**config.mk**
```make
export PLATFORM = sky130hd
export DESIGN_NAME = exec_unit
export DESIGN_NICKNAME = d
export VERILOG_FILES = /design/src/rtl/exec_unit.sv
export SDC_FILE = /design/constraint.sdc
export NUM_CORES = 1
export LEC_CHECK = 0
export CAP_MARGIN = 20
export CORE_MARGIN = 8
export CORE_UTILIZATION = 41
export CTS_CLUSTER_DIAMETER = 100
export CTS_CLUSTER_SIZE = 8
export DETAILED_ROUTE_END_ITERATION = 8
export GPL_ROUTABILITY_DRIVEN = 0
export RECOVER_POWER = 50
export SLEW_MARGIN = 15
export SYNTH_ARGS = -nofsm -noshare
export SYNTH_HDL_FRONTEND = slang
export SYNTH_SLANG_ARGS = --single-unit
export TNS_END_PERCENT = 100
```
**constraint.sdc**
```tcl
create_clock -name clk -period 5.2 [get_ports clk]
set_clock_uncertainty 0.1 [all_clocks]
set_input_delay 1.04 -clock clk [delete_from_list [all_inputs] [get_ports clk]]
set_output_delay 1.04 -clock clk [all_outputs]
set_load 0.02 [all_outputs]
```
**src/rtl/exec_unit.sv**
```systemverilog
// Multi-cycle ALU execute stage: single-cycle arithmetic/logic ops, iterative shifter
// moving SHIFT_STEP bit positions per cycle, valid/ready handshake on both sides.
module exec_unit #(
  parameter int SHIFT_STEP = 1
) (
  input  logic        clk,
  input  logic        rst,
  input  logic        in_valid,
  output logic        in_ready,
  input  logic [3:0]  ALUControl,
  input  logic [31:0] SrcA,
  input  logic [31:0] SrcB,
  output logic        out_valid,
  input  logic        out_ready,
  output logic [31:0] ALUResult,
  output logic        Zero
);

  typedef enum logic [1:0] {IDLE, SHIFT, DONE} state_t;

  localparam logic [5:0] STEP = 6'(SHIFT_STEP);

  localparam logic [1:0] KIND_SLL = 2'd0;
  localparam logic [1:0] KIND_SRL = 2'd1;
  localparam logic [1:0] KIND_SRA = 2'd2;

  state_t      state_reg;
  logic [31:0] work_reg;
  logic [5:0]  rem_reg;
  logic [1:0]  kind_reg;

  logic        accept;
  logic        is_shift;
  logic [4:0]  shamt;
  logic [1:0]  op_kind;
  logic [31:0] op_result;
  logic [5:0]  step_amt;
  logic [5:0]  rem_next;
  logic [31:0] work_next;

  assign shamt    = SrcB[4:0];
  assign in_ready = !rst && ((state_reg == IDLE) || ((state_reg == DONE) && out_ready));
  assign accept   = in_valid && in_ready;

  // Result of an op that completes at the accept edge; shifts only land here when shamt is 0.
  always_comb begin
    op_result = 32'd0;
    is_shift  = 1'b0;
    op_kind   = KIND_SLL;
    case (ALUControl)
      4'b0000: op_result = SrcA + SrcB;
      4'b0001: op_result = SrcA - SrcB;
      4'b0010: op_result = SrcA & SrcB;
      4'b0011: op_result = SrcA | SrcB;
      4'b0100: op_result = ($signed(SrcA) < $signed(SrcB)) ? 32'd1 : 32'd0;
      4'b0101: begin
        op_result = SrcA;
        is_shift  = 1'b1;
        op_kind   = KIND_SLL;
      end
      4'b0110: op_result = (SrcA < SrcB) ? 32'd1 : 32'd0;
      4'b0111: op_result = SrcA ^ SrcB;
      4'b1000: begin
        op_result = SrcA;
        is_shift  = 1'b1;
        op_kind   = KIND_SRL;
      end
      4'b1001: begin
        op_result = SrcA;
        is_shift  = 1'b1;
        op_kind   = KIND_SRA;
      end
      default: op_result = 32'd0;
    endcase
  end

  // One shifter iteration; the final iteration may be shorter than SHIFT_STEP.
  always_comb begin
    step_amt = (rem_reg < STEP) ? rem_reg : STEP;
    rem_next = rem_reg - step_amt;
    case (kind_reg)
      KIND_SRL: work_next = work_reg >> step_amt;
      KIND_SRA: work_next = $signed(work_reg) >>> step_amt;
      default:  work_next = work_reg << step_amt;
    endcase
  end

  always_ff @(posedge clk) begin
    if (rst) begin
      state_reg <= IDLE;
      out_valid <= 1'b0;
      ALUResult <= 32'd0;
      Zero      <= 1'b0;
      work_reg  <= 32'd0;
      rem_reg   <= 6'd0;
      kind_reg  <= KIND_SLL;
    end else if (accept) begin
      if (is_shift && (shamt != 5'd0)) begin
        state_reg <= SHIFT;
        out_valid <= 1'b0;
        work_reg  <= SrcA;
        rem_reg   <= {1'b0, shamt};
        kind_reg  <= op_kind;
      end else begin
        state_reg <= DONE;
        out_valid <= 1'b1;
        ALUResult <= op_result;
        Zero      <= (op_result == 32'd0);
      end
    end else begin
      case (state_reg)
        SHIFT: begin
          work_reg <= work_next;
          rem_reg  <= rem_next;
          if (rem_next == 6'd0) begin
            state_reg <= DONE;
            out_valid <= 1'b1;
            ALUResult <= work_next;
            Zero      <= (work_next == 32'd0);
          end
        end
        DONE: begin
          if (out_ready) begin
            state_reg <= IDLE;
            out_valid <= 1'b0;
          end
        end
        default: state_reg <= IDLE;
      endcase
    end
  end

endmodule

```
==> run summary <==
STA classifies the critical path startpoint as an input pin. For this design the top-level I/O count stands at 107. At the later pin of the worst-skew pair, clock insertion delay measures 0.34 ns.

The number of pins exceeding their max-slew limit in the final report came out at 0. Among all cell types in the netlist, the one instantiated most often is sky130_fd_sc_hd__nor2_1. The run gives 2 as the maximum number of buffers from clock root to sink. The tool flagged a number of max-cap violations equal to 0. The count of buffers added on input and output ports is 106. The root buffer cell chosen for the clock tree is sky130_fd_sc_hd__clkbuf_16. The worst setup path is captured at a flip-flop. IR analysis of the VDD net gives a maximum drop of 0.165 mV.

Origin of the worst setup path: SrcB[0]. Number of standard cells after synthesis: 1453. Once the clock tree was built, the resizer swapped 0 gates to a different size. The layout overhead on the synthesized area was 20.3%. Setup slack on the critical path of the routed design comes to 0.418 ns.

The final routed wire length divided by cell count came out at 21.8 um. For the net count reported at finish, the log shows 1743. In the routed design, unresolved DRC markers number 0.

The worst slack at placement came out at 0.111 ns. Across all hold checks on the routed design, the worst slack comes to 0.351 ns. The first detailed-routing pass took 6 iterations. The tools report the number of global-route vias before repair as 11106. Global routing finished with a remaining overflow of 0. The net count after synthesis is 1643. Sorting the synthesized cells by area gives the leading types as sky130_fd_sc_hd__dfxtp_1, sky130_fd_sc_hd__ha_1, sky130_fd_sc_hd__nor2_1. The total standard cell area after synthesis was 10000 sq um. Total wirelength of the detailed-routed design: 41000 um. After synthesis, the most frequently instantiated cells are sky130_fd_sc_hd__nor2_1, sky130_fd_sc_hd__ha_1, sky130_fd_sc_hd__a21oi_1. The wire-length estimate of the detail-placed layout is 31400 um.

The synthesized design contains 0 enable-type register cells. Yosys printed 0 warnings. Post-synthesis async set-or-reset flop share: 0%. The number of standard cells in the final layout excluding fillers is 1882, and the share of the cycle needed by the critical path after routing is 92.0%.

The final route contains 12060 vias. The count of endpoints failing hold in the final timing report was 0; the die width was 172 um. The floorplan step set the die height to 172 um.

For the final routed database, the setup TNS stands at 0 ns. In this run, synthesis produced a sequential element count of 76. In this run the worst setup path terminates at Zero. The fmax came out at 0.209 GHz. The critical path in this run is classified as input pin to flip-flop. The initial utilization of the core area, before any placement, comes to 41.4%. The run gives 0 as the remaining antenna violation count after routing. After layout, the design draws a total of 2.45 mW. Type of the tightest min-delay check: flip-flop to flip-flop. Along the worst path, the maximum fanout reaches 5. Setup repair after global routing left no endpoint under its margin. Across every metal layer, demand over resource in global routing totals 27.2%.

The floorplan step defined a core boundary enclosing 24200 sq um. Setup violations remaining at the end of the flow were counted as 0. In this run, CTS created clock tree buffers numbering 9. The clock slew at the register clock pins of the worst setup and hold paths came out at 0.07 ns. In this run the critical register-to-register path is launched from rem_reg[1]. The post-route netlist has 9.63% of its cells at a drive strength greater than 1.

The total die area is 29700 sq um. The wire length of the first global-routing pass is 63400 um. The share of the synthesized area in the top cell type is 15.2%. In this run, post-CTS hold repair placed 0 buffers. The H-tree was split into 3 levels. Measured against its own limit, the worst slew margin works out to 27.3%. The repair_antennas step left the layout with diodes totalling 0. The biggest area contributor in the post-synthesis netlist is sky130_fd_sc_hd__dfxtp_1. At the worst endpoint, the arrival time is 4.93 ns. In this run the mean area of a mapped cell was 6.89 sq um. The run finished with clean final reports. Capture instance of the worst register-to-register path: Zero. The most used flip-flop cell after synthesis is sky130_fd_sc_hd__dfxtp_1.

Required arrival time at the worst endpoint: 5.35 ns. Post-CTS timing repair inserted 0 buffers for setup. TritonCTS built the clock tree.

The maximum number of pins on one net before global-route repair was 77. The ratio of routed vias to standard cells works out to 6.41. For this design the ratio of total power to cell area is 203 nW/um^2. The clock net in this run drives a total of 76 sinks.

The number of antenna violations at the first check in global routing is 0, and the fraction of the yosys area taken by sequential cells is 15.2%. The netlist uses 96 different library cells. The worst register-to-register path has a setup slack of 1.41 ns.

Once placement completed, the tool counted placed cells totaling 1866. In this run the core area contains 57 standard-cell rows. The logic depth of the worst register-to-register path is 14, and the first-iteration detailed-routing DRC count is 1645. The clock period could shrink to 4.78 ns. At the pin with the least slew margin, the transition time is 1.09 ns. For this design the static power due to leakage is 4.98 nW. Along the worst hold path, the cell count comes to 2.
==> worst min-delay path by stage <==
stage	from	end	slack (ns)
4_1_cts	ALUResult[31]	ALUResult[31]	0.36
2_1_floorplan	work_reg[0]	work_reg[0]	0.34
3_3_place_gp	ALUResult[31]	ALUResult[31]	0.34
6_report	ALUResult[31]	ALUResult[31]	0.35
3_5_place_dp	ALUResult[31]	ALUResult[31]	0.35
5_1_grt	ALUResult[0]	ALUResult[0]	0.38
==> cells in the final DEF, fill, tap and decap left out, drive strengths merged, types with 8 or more instances in the layout <==
master         count
nor4              20
o221ai            33
dfxtp             76
o31ai             18
a31oi             13
a311oi             8
nor2             214
dlygate4sd3       36
o21bai             9
and3               9
nand2             98
a21oi            111
a221oi            17
ha               116
a222oi             9
inv              102
clkbuf            15
nand2b            17
nor3              76
buf               86
a211oi            72
clkdlybuf4s50     69
a21o               9
nand4             20
nor2b             10
o211ai            15
o2111ai            8
o22ai             15
a211o              8
nand3             30
o21ai             95
==> cells by family (layout without fill, tap and decap cells) <==
kind of cell | count (synthesis) | in the layout | synth area share (%)
AO/OA/AOI/OAI | 504 | 504 | 35.4
flip-flops | 76 | 76 | 15.2
buffers and inverters | 208 | 313 | 8.32
adder cells (fa/ha/maj) | 118 | 118 | 14.9
AND/OR/NAND/NOR | 535 | 535 | 25.1
multiplexers | 5 | 5 | 0.512
XOR/XNOR | 7 | 7 | 0.612
==> stage by stage <==
stage                     utilization (%)  cell area [sq um]
after floorplan                         -              10000
after global placement               48.8              11800
after detailed placement             48.8              11800
after CTS                            50.0              12100
after global routing                 49.8              12000
final                                49.8              12000
==> layout make-up <==
| cell class | instances | area (sq um) |
|---|---|---|
| Inverter | 101 | 379 |
| Clock buffer | 10 | 239 |
| Fill cell | 2410 | 12100 |
| Timing Repair Buffer | 196 | 1750 |
| Multi-Input combinational cell | 1169 | 7700 |
| Tap cell | 324 | 405 |
| Clock inverter | 6 | 47.5 |
| Sequential cell | 76 | 1520 |
==> worst max-delay path: stages <==
cell and delay, ns:
sky130_fd_sc_hd__clkdlybuf4s50_1 0.58, sky130_fd_sc_hd__ha_1 0.25, sky130_fd_sc_hd__inv_1 0.08, sky130_fd_sc_hd__fa_1 0.41
sky130_fd_sc_hd__and2b_1 0.26, sky130_fd_sc_hd__o2111ai_2 0.20, sky130_fd_sc_hd__a2111oi_2 0.51, sky130_fd_sc_hd__nor3_1 0.17
sky130_fd_sc_hd__o21a_1 0.21, sky130_fd_sc_hd__a211oi_1 0.31, sky130_fd_sc_hd__nand4_1 0.20, sky130_fd_sc_hd__nor4b_2 0.28
sky130_fd_sc_hd__nand4_1 0.14, sky130_fd_sc_hd__o41ai_2 0.28
==> report_power, final <==
group	internal (mW)	leakage [nW]	switching, mW	total (mW)
combinational	0.439	4.22	0.738	1.18
clock	0.342	0.145	0.284	0.626
sequential	0.618	0.619	0.0266	0.644
total	1.40	4.98	1.05	2.45
==> layer usage <==
metal  vias to the layer above  global-route usage (%)  share of wire, %
met4                         0                    10.4               4.0
met3                       102                    3.15                10
met1                      5678                    37.7                42
li1                       5601                       -                 -
met5                         -                       0                 0
met2                       679                    42.2                44
Note: power is estimated with default switching activity, not from simulation.
